==> src/rtl/raf_byte_fifo.sv <==
// Byte FIFO feeding the RaF read-and-fetch stage. It uses normal-mode reads, so q is registered
// and updates one clock after an accepted rdreq. Sticky ovf/udf flags record rejected accesses.

module raf_byte_fifo_ctl #(
    parameter int DEPTH    = 16,
    parameter int AW       = $clog2(DEPTH),
    parameter int AF_LEVEL = DEPTH - 2
) (
    input  logic          CLK,
    input  logic          RSTn,
    input  logic          sclr,
    input  logic          wrreq,
    input  logic          rdreq,
    output logic          wr_en,
    output logic          rd_en,
    output logic [AW-1:0] wr_ptr,
    output logic [AW-1:0] rd_ptr,
    output logic [AW:0]   usedw,
    output logic          empty,
    output logic          full,
    output logic          almost_full,
    output logic          ovf,
    output logic          udf
);
    localparam logic [AW:0] DEPTH_W = (AW+1)'(DEPTH);
    localparam logic [AW:0] AF_W    = (AW+1)'(AF_LEVEL);

    logic [AW:0] usedw_nxt;

    // Status flags decode from the registered count only, so no input reaches them combinationally.
    assign empty       = (usedw == '0);
    assign full        = (usedw == DEPTH_W);
    assign almost_full = (usedw >= AF_W);

    assign wr_en = wrreq && !full  && !sclr;
    assign rd_en = rdreq && !empty && !sclr;

    always_comb begin
        usedw_nxt = usedw;
        case ({wr_en, rd_en})
            2'b10:   usedw_nxt = usedw + 1'b1;
            2'b01:   usedw_nxt = usedw - 1'b1;
            default: usedw_nxt = usedw;
        endcase
    end

    always_ff @(posedge CLK or negedge RSTn) begin
        if (!RSTn) begin
            wr_ptr <= '0;
            rd_ptr <= '0;
            usedw  <= '0;
            ovf    <= 1'b0;
            udf    <= 1'b0;
        end else if (sclr) begin
            wr_ptr <= '0;
            rd_ptr <= '0;
            usedw  <= '0;
            ovf    <= 1'b0;
            udf    <= 1'b0;
        end else begin
            if (wr_en) wr_ptr <= wr_ptr + 1'b1;
            if (rd_en) rd_ptr <= rd_ptr + 1'b1;
            usedw <= usedw_nxt;
            if (wrreq && full)  ovf <= 1'b1;
            if (rdreq && empty) udf <= 1'b1;
        end
    end
endmodule

module raf_byte_fifo_ram #(
    parameter int WIDTH = 8,
    parameter int DEPTH = 16,
    parameter int AW    = $clog2(DEPTH)
) (
    input  logic             CLK,
    input  logic             RSTn,
    input  logic             sclr,
    input  logic             wr_en,
    input  logic [AW-1:0]    wr_ptr,
    input  logic [WIDTH-1:0] data,
    input  logic             rd_en,
    input  logic [AW-1:0]    rd_ptr,
    output logic [WIDTH-1:0] q
);
    logic [WIDTH-1:0] mem [DEPTH];

    // The storage array has no reset. Stale entries are never visible because the pointers are reset.
    always_ff @(posedge CLK) begin
        if (wr_en) mem[wr_ptr] <= data;
    end

    always_ff @(posedge CLK or negedge RSTn) begin
        if (!RSTn)      q <= '0;
        else if (sclr)  q <= '0;
        else if (rd_en) q <= mem[rd_ptr];
    end
endmodule

module raf_byte_fifo #(
    parameter int WIDTH    = 8,
    parameter int DEPTH    = 16,
    parameter int AW       = $clog2(DEPTH),
    parameter int AF_LEVEL = DEPTH - 2
) (
    input  logic             CLK,
    input  logic             RSTn,
    input  logic             sclr,
    input  logic             wrreq,
    input  logic [WIDTH-1:0] data,
    input  logic             rdreq,
    output logic [WIDTH-1:0] q,
    output logic             empty,
    output logic             full,
    output logic             almost_full,
    output logic [AW:0]      usedw,
    output logic             ovf,
    output logic             udf
);
    logic          wr_en;
    logic          rd_en;
    logic [AW-1:0] wr_ptr;
    logic [AW-1:0] rd_ptr;

    raf_byte_fifo_ctl #(.DEPTH(DEPTH), .AW(AW), .AF_LEVEL(AF_LEVEL)) u_ctl (
        .CLK         (CLK),
        .RSTn        (RSTn),
        .sclr        (sclr),
        .wrreq       (wrreq),
        .rdreq       (rdreq),
        .wr_en       (wr_en),
        .rd_en       (rd_en),
        .wr_ptr      (wr_ptr),
        .rd_ptr      (rd_ptr),
        .usedw       (usedw),
        .empty       (empty),
        .full        (full),
        .almost_full (almost_full),
        .ovf         (ovf),
        .udf         (udf)
    );

    raf_byte_fifo_ram #(.WIDTH(WIDTH), .DEPTH(DEPTH), .AW(AW)) u_ram (
        .CLK    (CLK),
        .RSTn   (RSTn),
        .sclr   (sclr),
        .wr_en  (wr_en),
        .wr_ptr (wr_ptr),
        .data   (data),
        .rd_en  (rd_en),
        .rd_ptr (rd_ptr),
        .q      (q)
    );
endmodule
==> config.mk <==
export PLATFORM = sky130hd
export DESIGN_NAME = raf_byte_fifo
export DESIGN_NICKNAME = d
export VERILOG_FILES = /design/src/rtl/raf_byte_fifo.sv
export SDC_FILE = /design/constraint.sdc
export NUM_CORES = 1
export LEC_CHECK = 0
export BUFFER_PORTS_ARGS = -buffer_cell sky130_fd_sc_hd__buf_2
export CORE_MARGIN = 3
export CORE_UTILIZATION = 50
export CTS_CLUSTER_SIZE = 28
export DETAILED_ROUTE_END_ITERATION = 6
export PLACE_DENSITY = 0.67
export RECOVER_POWER = 50
export REMOVE_ABC_BUFFERS = 1
export SLEW_MARGIN = 30
export SYNTH_ARGS = -nofsm -noshare
export SYNTH_HDL_FRONTEND = slang
export SYNTH_SLANG_ARGS = --single-unit
export TNS_END_PERCENT = 10
==> constraint.sdc <==
create_clock -name CLK -period 5.5 [get_ports CLK]
set_input_delay 0.275 -clock CLK [delete_from_list [all_inputs] [get_ports CLK]]
set_output_delay 0.275 -clock CLK [all_outputs]
set_load 0.02 [all_outputs]
* Word level (Yosys, flattened, before mapping)
Memories as Yosys holds them, arrays and structs flattened.
Index checks and enable logic that the tools add are counted.
** Cells by class
- Reductions and logical operators :: 15
- Add/sub/neg operators :: 4
- $lt $le $gt $ge :: 1
- Mux-type cells :: 14
- Equal/unequal tests :: 3
** Operators with widths (number)
- 4-bit 2-to-1 mux :: 4
- 8-bit 2-to-1 mux :: 2
- 5-bit case mux with 2 select lines :: 1
- 4-bit by 1-bit adder with 4-bit output, second input constant :: 2
- 2-bit nonzero test :: 4
- 1-bit logical AND :: 6
- 1-bit 2-to-1 mux :: 6
- 5-bit by 1-bit adder with 5-bit output, second input constant :: 1
- 5-bit equality test, second input constant :: 1
- 5-bit by 4-bit greater-or-equal comparator with 1-bit output, second input constant :: 1
- 5-bit zero test :: 1
- 5-bit 2-to-1 mux :: 1
- 5-bit by 1-bit subtractor with 5-bit output, second input constant :: 1
- 1-bit zero test :: 3
- 3-bit nonzero test :: 1
- 2-bit by 1-bit equality test with 1-bit output, second input constant :: 1
- 2-bit equality test, second input constant :: 1
** Word-level totals
- Input bits :: 13
- Memories :: 1
- Register bits after elaboration :: 23
- Memory bits (writable) :: 128
** Memories
- u_ram.mem :: depth 16, bits a word 8, rd ports 1, clocked after Yosys merged registers in 0, wr ports 1, RTL line 85 : logic [WIDTH-1:0] mem [DEPTH];

* Depth between registers and ports, before layout
Gate-level depths: netlist (run 1).
- Depth after elaboration :: 7
- Gate-level depth with buffers :: 11

* By module
Synthesis (run 1) repeated with hierarchy kept, for this count alone.
** Unflattened totals
- Cell total of the unflattened synthesis :: 409
- Area, all modules :: 6318.6 µm²
** By module, submodules not included
- raf_byte_fifo_ram :: cells each 317, area an instance 5398.9 µm², times used 1
- raf_byte_fifo_ctl :: cells each 92, area an instance 919.6 µm², times used 1

* Worst setup path after synthesis (run 1)
OpenSTA, ideal clock, no wires.
- Kind :: reg2reg
- Start :: register u_ctl.usedw[1]
- End :: register u_ctl.usedw[4]
- Buffers on the path :: 0
- Setup slack :: 2597 ps
- Data arrival time :: 2771 ps
- Cell stages (with the launch flop) :: 11
- Clock period less this slack :: 2903 ps
- Cell sequence :: dfrtp_1 nor4_4 mux2i_4 xor2_1 ha_1 nor2_1 o221ai_1 mux2i_2 mux2_1 a221oi_2 nor2_1
** On the way
- Word-level cells in the longest chain between the ends :: 7
- Elaborated cells on any way between the ends :: 15
** Ends and longest elaborated chain
- start: declaration :: RTL line 18 : output logic [AW:0] usedw,
- start signal: assignment :: RTL line 63 : usedw <= usedw_nxt;
- 5-bit equality test or 5-bit zero test (tied branches) :: RTL line 32, 31
- 1-bit zero test (on tied branches) :: RTL line 35, 36
- 1-bit logical AND (on tied branches) (2 in a row) :: RTL line 35, 36
- 2-bit by 1-bit equality test with 1-bit output or 2-bit equality test (tied branches) :: RTL line 40 : case ({wr_en, rd_en})
- 5-bit case mux with 2 select lines :: RTL line 40
- 5-bit 2-to-1 mux :: RTL line 54 : end else if (sclr) begin
Several ways; a longest one is shown, not always the timed one.
A chain may end at the register's enable or synchronous reset.

* Worst setup path after layout (run 1)
Same ends and word-level chain as after synthesis.

==> key figures, run 1 <==
Route
  • Pre-Repair DR Iteration Count: 5
  • Via density: 5.48
  • Per-cell routed wire length: 19.4 µm
  • Final ANT Viol Nets: 0
  • Vias: 3081
  • Routed wire length: 10900 µm
  • Iter 0 DRT Violations: 365
  • Post-route DRC violation count: 0

Pwr
  • Worst vdd ir: 0.236 mV
  • Leakage: 2.40 nW
  • Total Power: 0.00328 W
  • Power Density: 460 nW/µm²

Synthesis
  • Largest family of logic cells by synthesized area: multiplexers
  • Top cells by area, synth: edfxtp_1, mux4_2, dfrtp_1
  • Synth Area in Adders: 1.41%
  • Mux cell area share after synthesis: 15.7%
  • Seq cells post-synth: 151
  • Post-synth cell types: 36
  • Synthesized cell area: 6220 µm²
  • Top-area cell type share of the netlist area: 61.8%
  • Xor/xnor cell area share of the yosys netlist: 1.41%
  • Fraction of registers with async set or reset after synthesis: 15.2%
  • Post-synthesis area per instance: 17.9 µm²
  • Yosys top cell by area: edfxtp_1
  • Top_reg_cell synth: edfxtp_1
  • Most frequent cells after synthesis: edfxtp_1, mux4_2, nor2_1
  • Most frequent cell after synthesis: edfxtp_1
  • Register area share after synthesis: 71.1%
  • Synth Area in Compound Gates: 2.68%
  • Post-Synth Simple-Gate Area: 5.86%
  • Cells after Synth: 347
  • Post-synth EDFFs: 128
  • Warnings, synthesis: 0

Setup path
  • Crit path max fanout: 8
  • Worst-path cell chain: nor4_4 -> mux2i_4 -> xor2_1 -> ha_1 -> nor2_1 -> o221ai_1 -> mux2i_2 -> mux2_1 -> a221oi_2 -> nor2_1
  • CP Class: register to register
  • CP peak stage delay: 0.51 ns
  • CP max-delay cell: nor4_4
  • Required time worst endpoint: 5.78 ns
  • CP top delay family: multiplexers
  • Cell mode on critical path: nor2_1
  • CP Launch Type: register
  • Crit path buffers/inverters: 0
  • Crit path capture type: register
  • WP data arrival: 3.41 ns

STA
  • Rel. slew slack: 17.7%
  • Clock Skew: 0.00580 ns
  • Final setup TNS: 0 ns
  • Max Transition Viols Final: 0
  • Minimum clock period: 3.13 ns
  • Period utilisation layout: 56.9%
  • Max Freq: 0.319 GHz
  • Final Hold Fails: 0
  • Fin Hold WS: 0.276 ns
  • Final setup fails: 0
  • Worst-margin pin slew: 1.24 ns
  • RSZ-0062 raised after global routing: false

Place
  • Detailed Place HPWL: 7120 µm
  • Cell Count Post-Placement: 529
  • GPL Wtd Cong: 0.898
  • Port Buf Inserts: 30

Floorplan
  • Starting Density: 51.5%
  • Core area: 12100 µm²
  • Rows: 40
  • IO Pins: 31
  • Die ar.: 13800 µm²
  • Die span in x: 118 µm
  • DIE HEIGHT: 118 µm

Clock network
  • CTS tree: done
  • CTS Buf Count: 17
  • # clock sinks: 151
  • Clock transition at path regs: 0.06 ns
  • Post-CTS sizing: 0
  • Clk root buf: clkbuf_16
  • Worst skew pair latency: 0.41 ns
  • H-tree levels: 4
  • Max Root-Sink Buffers: 2

Final layout
  • Nets: 401
  • Final cell count without fillers: 562
  • Synth-to-layout area growth: 14.6%
  • Final Util: 59.0%
  • N_diodes: 0
  • Share of cells above drive strength 1: 23.9%

GRT
  • GR Overflow Total: 0
  • Global routing's busiest layer: met1
  • Grt met2 use: 24.2%
  • Total GRT Usage: 17.0%
  • M1 GR Usage: 24.8%
  • First-pass GRT wire length: 17600 µm
  • Largest net degree at the start of global routing: 36
  • Met3 usage: 5.81%
  • Vias in the first global route: 3066
  • Initial antenna violation count: 0

Outcome
  • Outcome: finished clean

Run
  • Max-Cap Viols: 0

Worst hold path
  • Hold WC Path Type: primary input to register
-- per-layer routing --
metal / vias to the layer above / wire (µm)
met3: 11 / 655
met1: 1564 / 4960
met5: - / 0
met2: 93 / 5150
li1: 1413 / -
met4: 0 / 140
-- where the power goes --
| group | internal (W) | switching, W |
|---|---|---|
| Sequential | 0.00130 | 0.0000576 |
| Clock | 0.000759 | 0.000434 |
| Combinational | 0.000321 | 0.000406 |
| Total | 0.00238 | 0.000897 |
-- flip-flops by register name, indices dropped and copies added, names as in the netlist --
signal,flops
u_ctl.wr_ptr,4
u_ctl.rd_ptr,4
u_ctl.udf,1
u_ctl.ovf,1
u_ctl.usedw,5
u_ram.q,8
u_ram.mem,128
-- kinds of logic (layout without fill, tap and decap cells) --
| kind of cell | count (synthesis) | after routing |
|---|---|---|
| compound gates | 26 | 26 |
| xor+xnor | 10 | 10 |
| fa+ha+maj | 7 | 7 |
| buf+inv | 26 | 73 |
| flops | 151 | 151 |
| mux | 46 | 46 |
| simple gates | 81 | 81 |
-- timing repair --
action	4_1_cts	5_1_grt
hold buffers	1	0
hold endpoints to repair	23	0
setup buffers	0	0
-- worst paths after layout --
kind                           startpoint              end  slack [ns]  depth (start not counted)
hold / removal                      wrreq        u_ctl.ovf        0.28                          3
max in group asynchronous            RSTn  u_ctl.rd_ptr[0]        4.03                          2
hold reg to reg                 u_ctl.udf        u_ctl.udf        0.51                          2
setup / recovery           u_ctl.usedw[1]   u_ctl.usedw[4]        2.37                         10
setup reg to reg           u_ctl.usedw[1]   u_ctl.usedw[4]        2.37                         10
min in group asynchronous            RSTn   u_ctl.usedw[3]        0.65                          2
-- layout by cell type (no fill, tap or decap), types with 4 or more instances in the layout --
cell type,count
a21oi_1,13
nand2_1,29
edfxtp_1,128
buf_4,6
clkbuf_1,21
buf_2,12
ha_1,7
clkbuf_16,17
xor2_1,8
nor3_1,6
bufinv_16,4
dfrtp_1,22
nor2_1,34
mux4_2,40
inv_1,4
-- tightest hold or removal path, delay by kind of cell --
family	cells	cell delay (ns)
buffers and inverters	1	0.19
AND/OR/NAND/NOR	1	0.08
AO/OA/AOI/OAI	1	0.10
-- per-stage QoR --
| stage | area (µm²) | worst slack (ns) |
|---|---|---|
| after detailed placement | 6530 | 2.44 |
| final | 7120 | 2.37 |
| after global placement | 6530 | 2.55 |
| after floorplan | 6120 | 2.61 |
| after global routing | 7120 | 2.19 |
| after CTS | 7140 | 2.43 |
-- area by class of cell --
cell class / instances / area (µm²)
fillers: 909 / 4940
flip-flops and latches: 151 / 4420
multi-input cells: 170 / 1680
clock buffers: 20 / 437
well taps: 168 / 210
repair buffers: 37 / 183
clock inverters: 12 / 173
inverters: 4 / 15.0
Power figures use the tool's default switching activity.
==> run 2, diff against run 1 <==
Settings changed: PLACE_DENSITY 0.67 to 0.7.
Clock period 5.5 ns to 2.6 ns, I/O delays scaled along.
==> run 2 against run 1 <==
  * Largest power group unchanged
  * Clock skew barely moved
  * Largest cell class unchanged
  * The flow now finishes with violations (setup timing)
  * Sequential share of layout area fell by 1.8 points
  * Routed wire length rose by 5.6%
  * Worst hold slack got worse by 0.15 ns
  * Cell count rose by 3.9%
  * Maximum frequency rose by 18%
  * Setup slack got worse by 2.4 ns
  * Total power rose by 120%
  * Register-to-register slack got worse by 2.4 ns
  * Core utilization rose by 1.8 points
==> key figures, run 2 (synthesized netlist as in run 1, its figures left out) <==
Outcome
  • Outcome: finished with violations
  • Violated checks: setup timing

Final layout
  • Most flops, register: u_ram.mem
  • Share of cells above drive strength 1: 30.0% (+6.2 points)
  • Final Util: 60.8% (+1.8 points)
  • Most frequent cells in the layout: edfxtp_1, mux4_2, nor2_1
  • N_diodes: 0 (unchanged)
  • Biggest regs: u_ram.mem (128), u_ram.q (8), u_ctl.usedw (5)
  • Commonest non-fill, non-tap cell in the layout: edfxtp_1
  • Synth-to-layout area growth: 18.0%
  • Number of flip-flops in the largest register: 128 (unchanged)
  • Nets: 423 (+5.5%)

Setup path
  • WP data arrival: 2.94 ns (-0.47 ns)
  • Required time worst endpoint: 2.90 ns (-2.88 ns)
  • CP Class: register to register
  • CP Launch Type: register
  • CP peak stage delay: 0.40 ns (-0.11 ns)
  • Crit path max fanout: 4 (-4)
  • CP max-delay cell: dfrtp_1
  • Worst-path cell chain: nor4_4 -> mux2i_4 -> ha_1 -> a31oi_1 -> o21ai_1 -> mux2i_2 -> mux2_4 -> a221oi_2 -> nor2_1
  • Crit path capture type: register

Pwr
  • Power Density: 968 nW/µm² (+110%)
  • Worst vdd ir: 0.484 mV (+100%)
  • Leakage: 2.53 nW (+5.5%)
  • Total Power: 0.00710 W (+120%)

Route
  • Iter 0 DRT Violations: 249 (-32%)
  • Per-cell routed wire length: 19.7 µm (+1.6%)
  • Post-route DRC violation count: 0 (unchanged)
  • Routed wire length: 11500 µm (+5.6%)
  • Via density: 5.50 (+0.39%)
  • Vias: 3214 (+4.3%)
  • Final ANT Viol Nets: 0 (unchanged)
  • Pre-Repair DR Iteration Count: 5 (unchanged)

Place
  • Detailed Place HPWL: 7560 µm (+6.2%)
  • GPL Wtd Cong: 0.824 (-8.2%)
  • Port Buf Inserts: 30 (unchanged)

GRT
  • Vias in the first global route: 3284 (+7.1%)
  • GR Overflow Total: 0 (unchanged)
  • Total GRT Usage: 18.1% (+1.1 points)
  • Initial antenna violation count: 0 (unchanged)
  • Largest net degree at the start of global routing: 36 (unchanged)
  • First-pass GRT wire length: 18600 µm (+5.5%)

STA
  • Minimum clock period: 2.64 ns (-0.487 ns)
  • Max Transition Viols Final: 0 (unchanged)
  • Max Freq: 0.378 GHz (+18%)
  • Clock Skew: 0.00533 ns (-0.000471 ns)
  • Worst-margin pin slew: 1.22 ns (-0.0173 ns)
  • Setup ws final: -0.0434 ns (-2.41 ns)
  • Final Hold Fails: 0 (unchanged)
  • Period utilisation layout: 102% (+45 points)
  • RSZ-0062 raised after global routing: true
  • Fin Hold WS: 0.128 ns (-0.148 ns)
  • Final setup fails: 1 (+1)
  • Rel. slew slack: 18.8% (+1.2 points)

Floorplan
  • Die ar.: 13800 µm² (unchanged)
  • Die span in x: 118 µm (unchanged)
  • DIE HEIGHT: 118 µm (unchanged)
  • Rows: 40 (unchanged)
  • Starting Density: 51.5% (unchanged)
  • IO Pins: 31 (unchanged)
  • Core area: 12100 µm² (unchanged)

Clock network
  • Worst skew pair latency: 0.42 ns (about the same)
  • # clock sinks: 151 (unchanged)
  • Clock transition at path regs: 0.06 ns (about the same)
  • CTS Buf Count: 17 (unchanged)
  • Clk root buf: clkbuf_16
  • CTS tree: done
  • Max Root-Sink Buffers: 2 (unchanged)
  • H-tree levels: 4 (unchanged)

Run
  • Max-Cap Viols: 0 (unchanged)

Worst hold path
  • Hold WC Path Type: primary input to register
[run 2: changes by cell type in the layout (fill, tap and decap cells not counted), sizes merged]
cell | before | now
buf | 18 | 41
inv | 7 | 4
clkbuf | 38 | 40
bufinv | 4 | 3
clkinvlp | 0 | 1
[run 2: worst paths after layout]
kind / from / endpoint / slack, ns / cells past startpoint
hold / removal: wrreq / u_ctl.ovf / 0.13 / 4
max in group asynchronous: RSTn / u_ctl.rd_ptr[0] / 1.30 / 2
min in group asynchronous: RSTn / u_ctl.usedw[4] / 0.49 / 2
setup reg to reg: u_ctl.usedw[1] / u_ctl.usedw[4] / -0.04 / 9
setup / recovery: u_ctl.usedw[1] / u_ctl.usedw[4] / -0.04 / 9
hold reg to reg: u_ctl.ovf / u_ctl.ovf / 0.49 / 2
[run 2: final cells by class]
type | count | area, µm²
clock inverter | 9 | 123
tap | 168 | 210
timing repair buffer | 59 | 374
clock buffer | 23 | 488
sequential | 151 | 4420
inverter | 4 | 15.0
multi-input combinational | 170 | 1700
fill | 880 | 4730
[run 2: power breakdown]
part | internal, W | switching (W) | total, W
Sequential | 0.00275 | 0.0000766 | 0.00283
Clock | 0.00160 | 0.000892 | 0.00249
Combinational | 0.000836 | 0.000943 | 0.00178
Total | 0.00519 | 0.00191 | 0.00710
[run 2: layer usage]
metal  up-vias  GRT usage [%]  share of wire, %
met2       113           28.0                48
met4         0           7.40               1.7
li1       1459              -                 -
met5         -              0                 0
met3        23           4.66               6.3
met1      1619           24.9                44
[run 2: worst max-delay path: cells and delay by family, from the launching register on]
kind,cells,cell delay [ns]
AOI/OAI and AO/OA,3,0.51
adders and majority gates,1,0.30
DFF,1,0.40
muxes,3,0.86
and+or+nand+nor,2,0.44
[run 2: per-stage QoR]
stage                     instance area [µm²]  setup TNS [ns]  cells  setup WS (ns)
final                                    7330         -0.0434    584        -0.0434
after global routing                     7330          -0.169    584         -0.169
after CTS                                7350         -0.0397    583        -0.0397
after detailed placement                 6700          -0.164    548         -0.164
after global placement                   6690         -0.0673    548        -0.0673
after floorplan                          6120           -1.74    325         -0.294
[run 2: repair_timing]
action / in CTS / in global routing
hold buffers: 1 / 0
endpoints found under the hold margin: 23 / 0
endpoints found under the setup margin: 1 / 1
pin swaps: 6 / 1
resized for setup: 6 / 0
setup buffers: 2 / 1
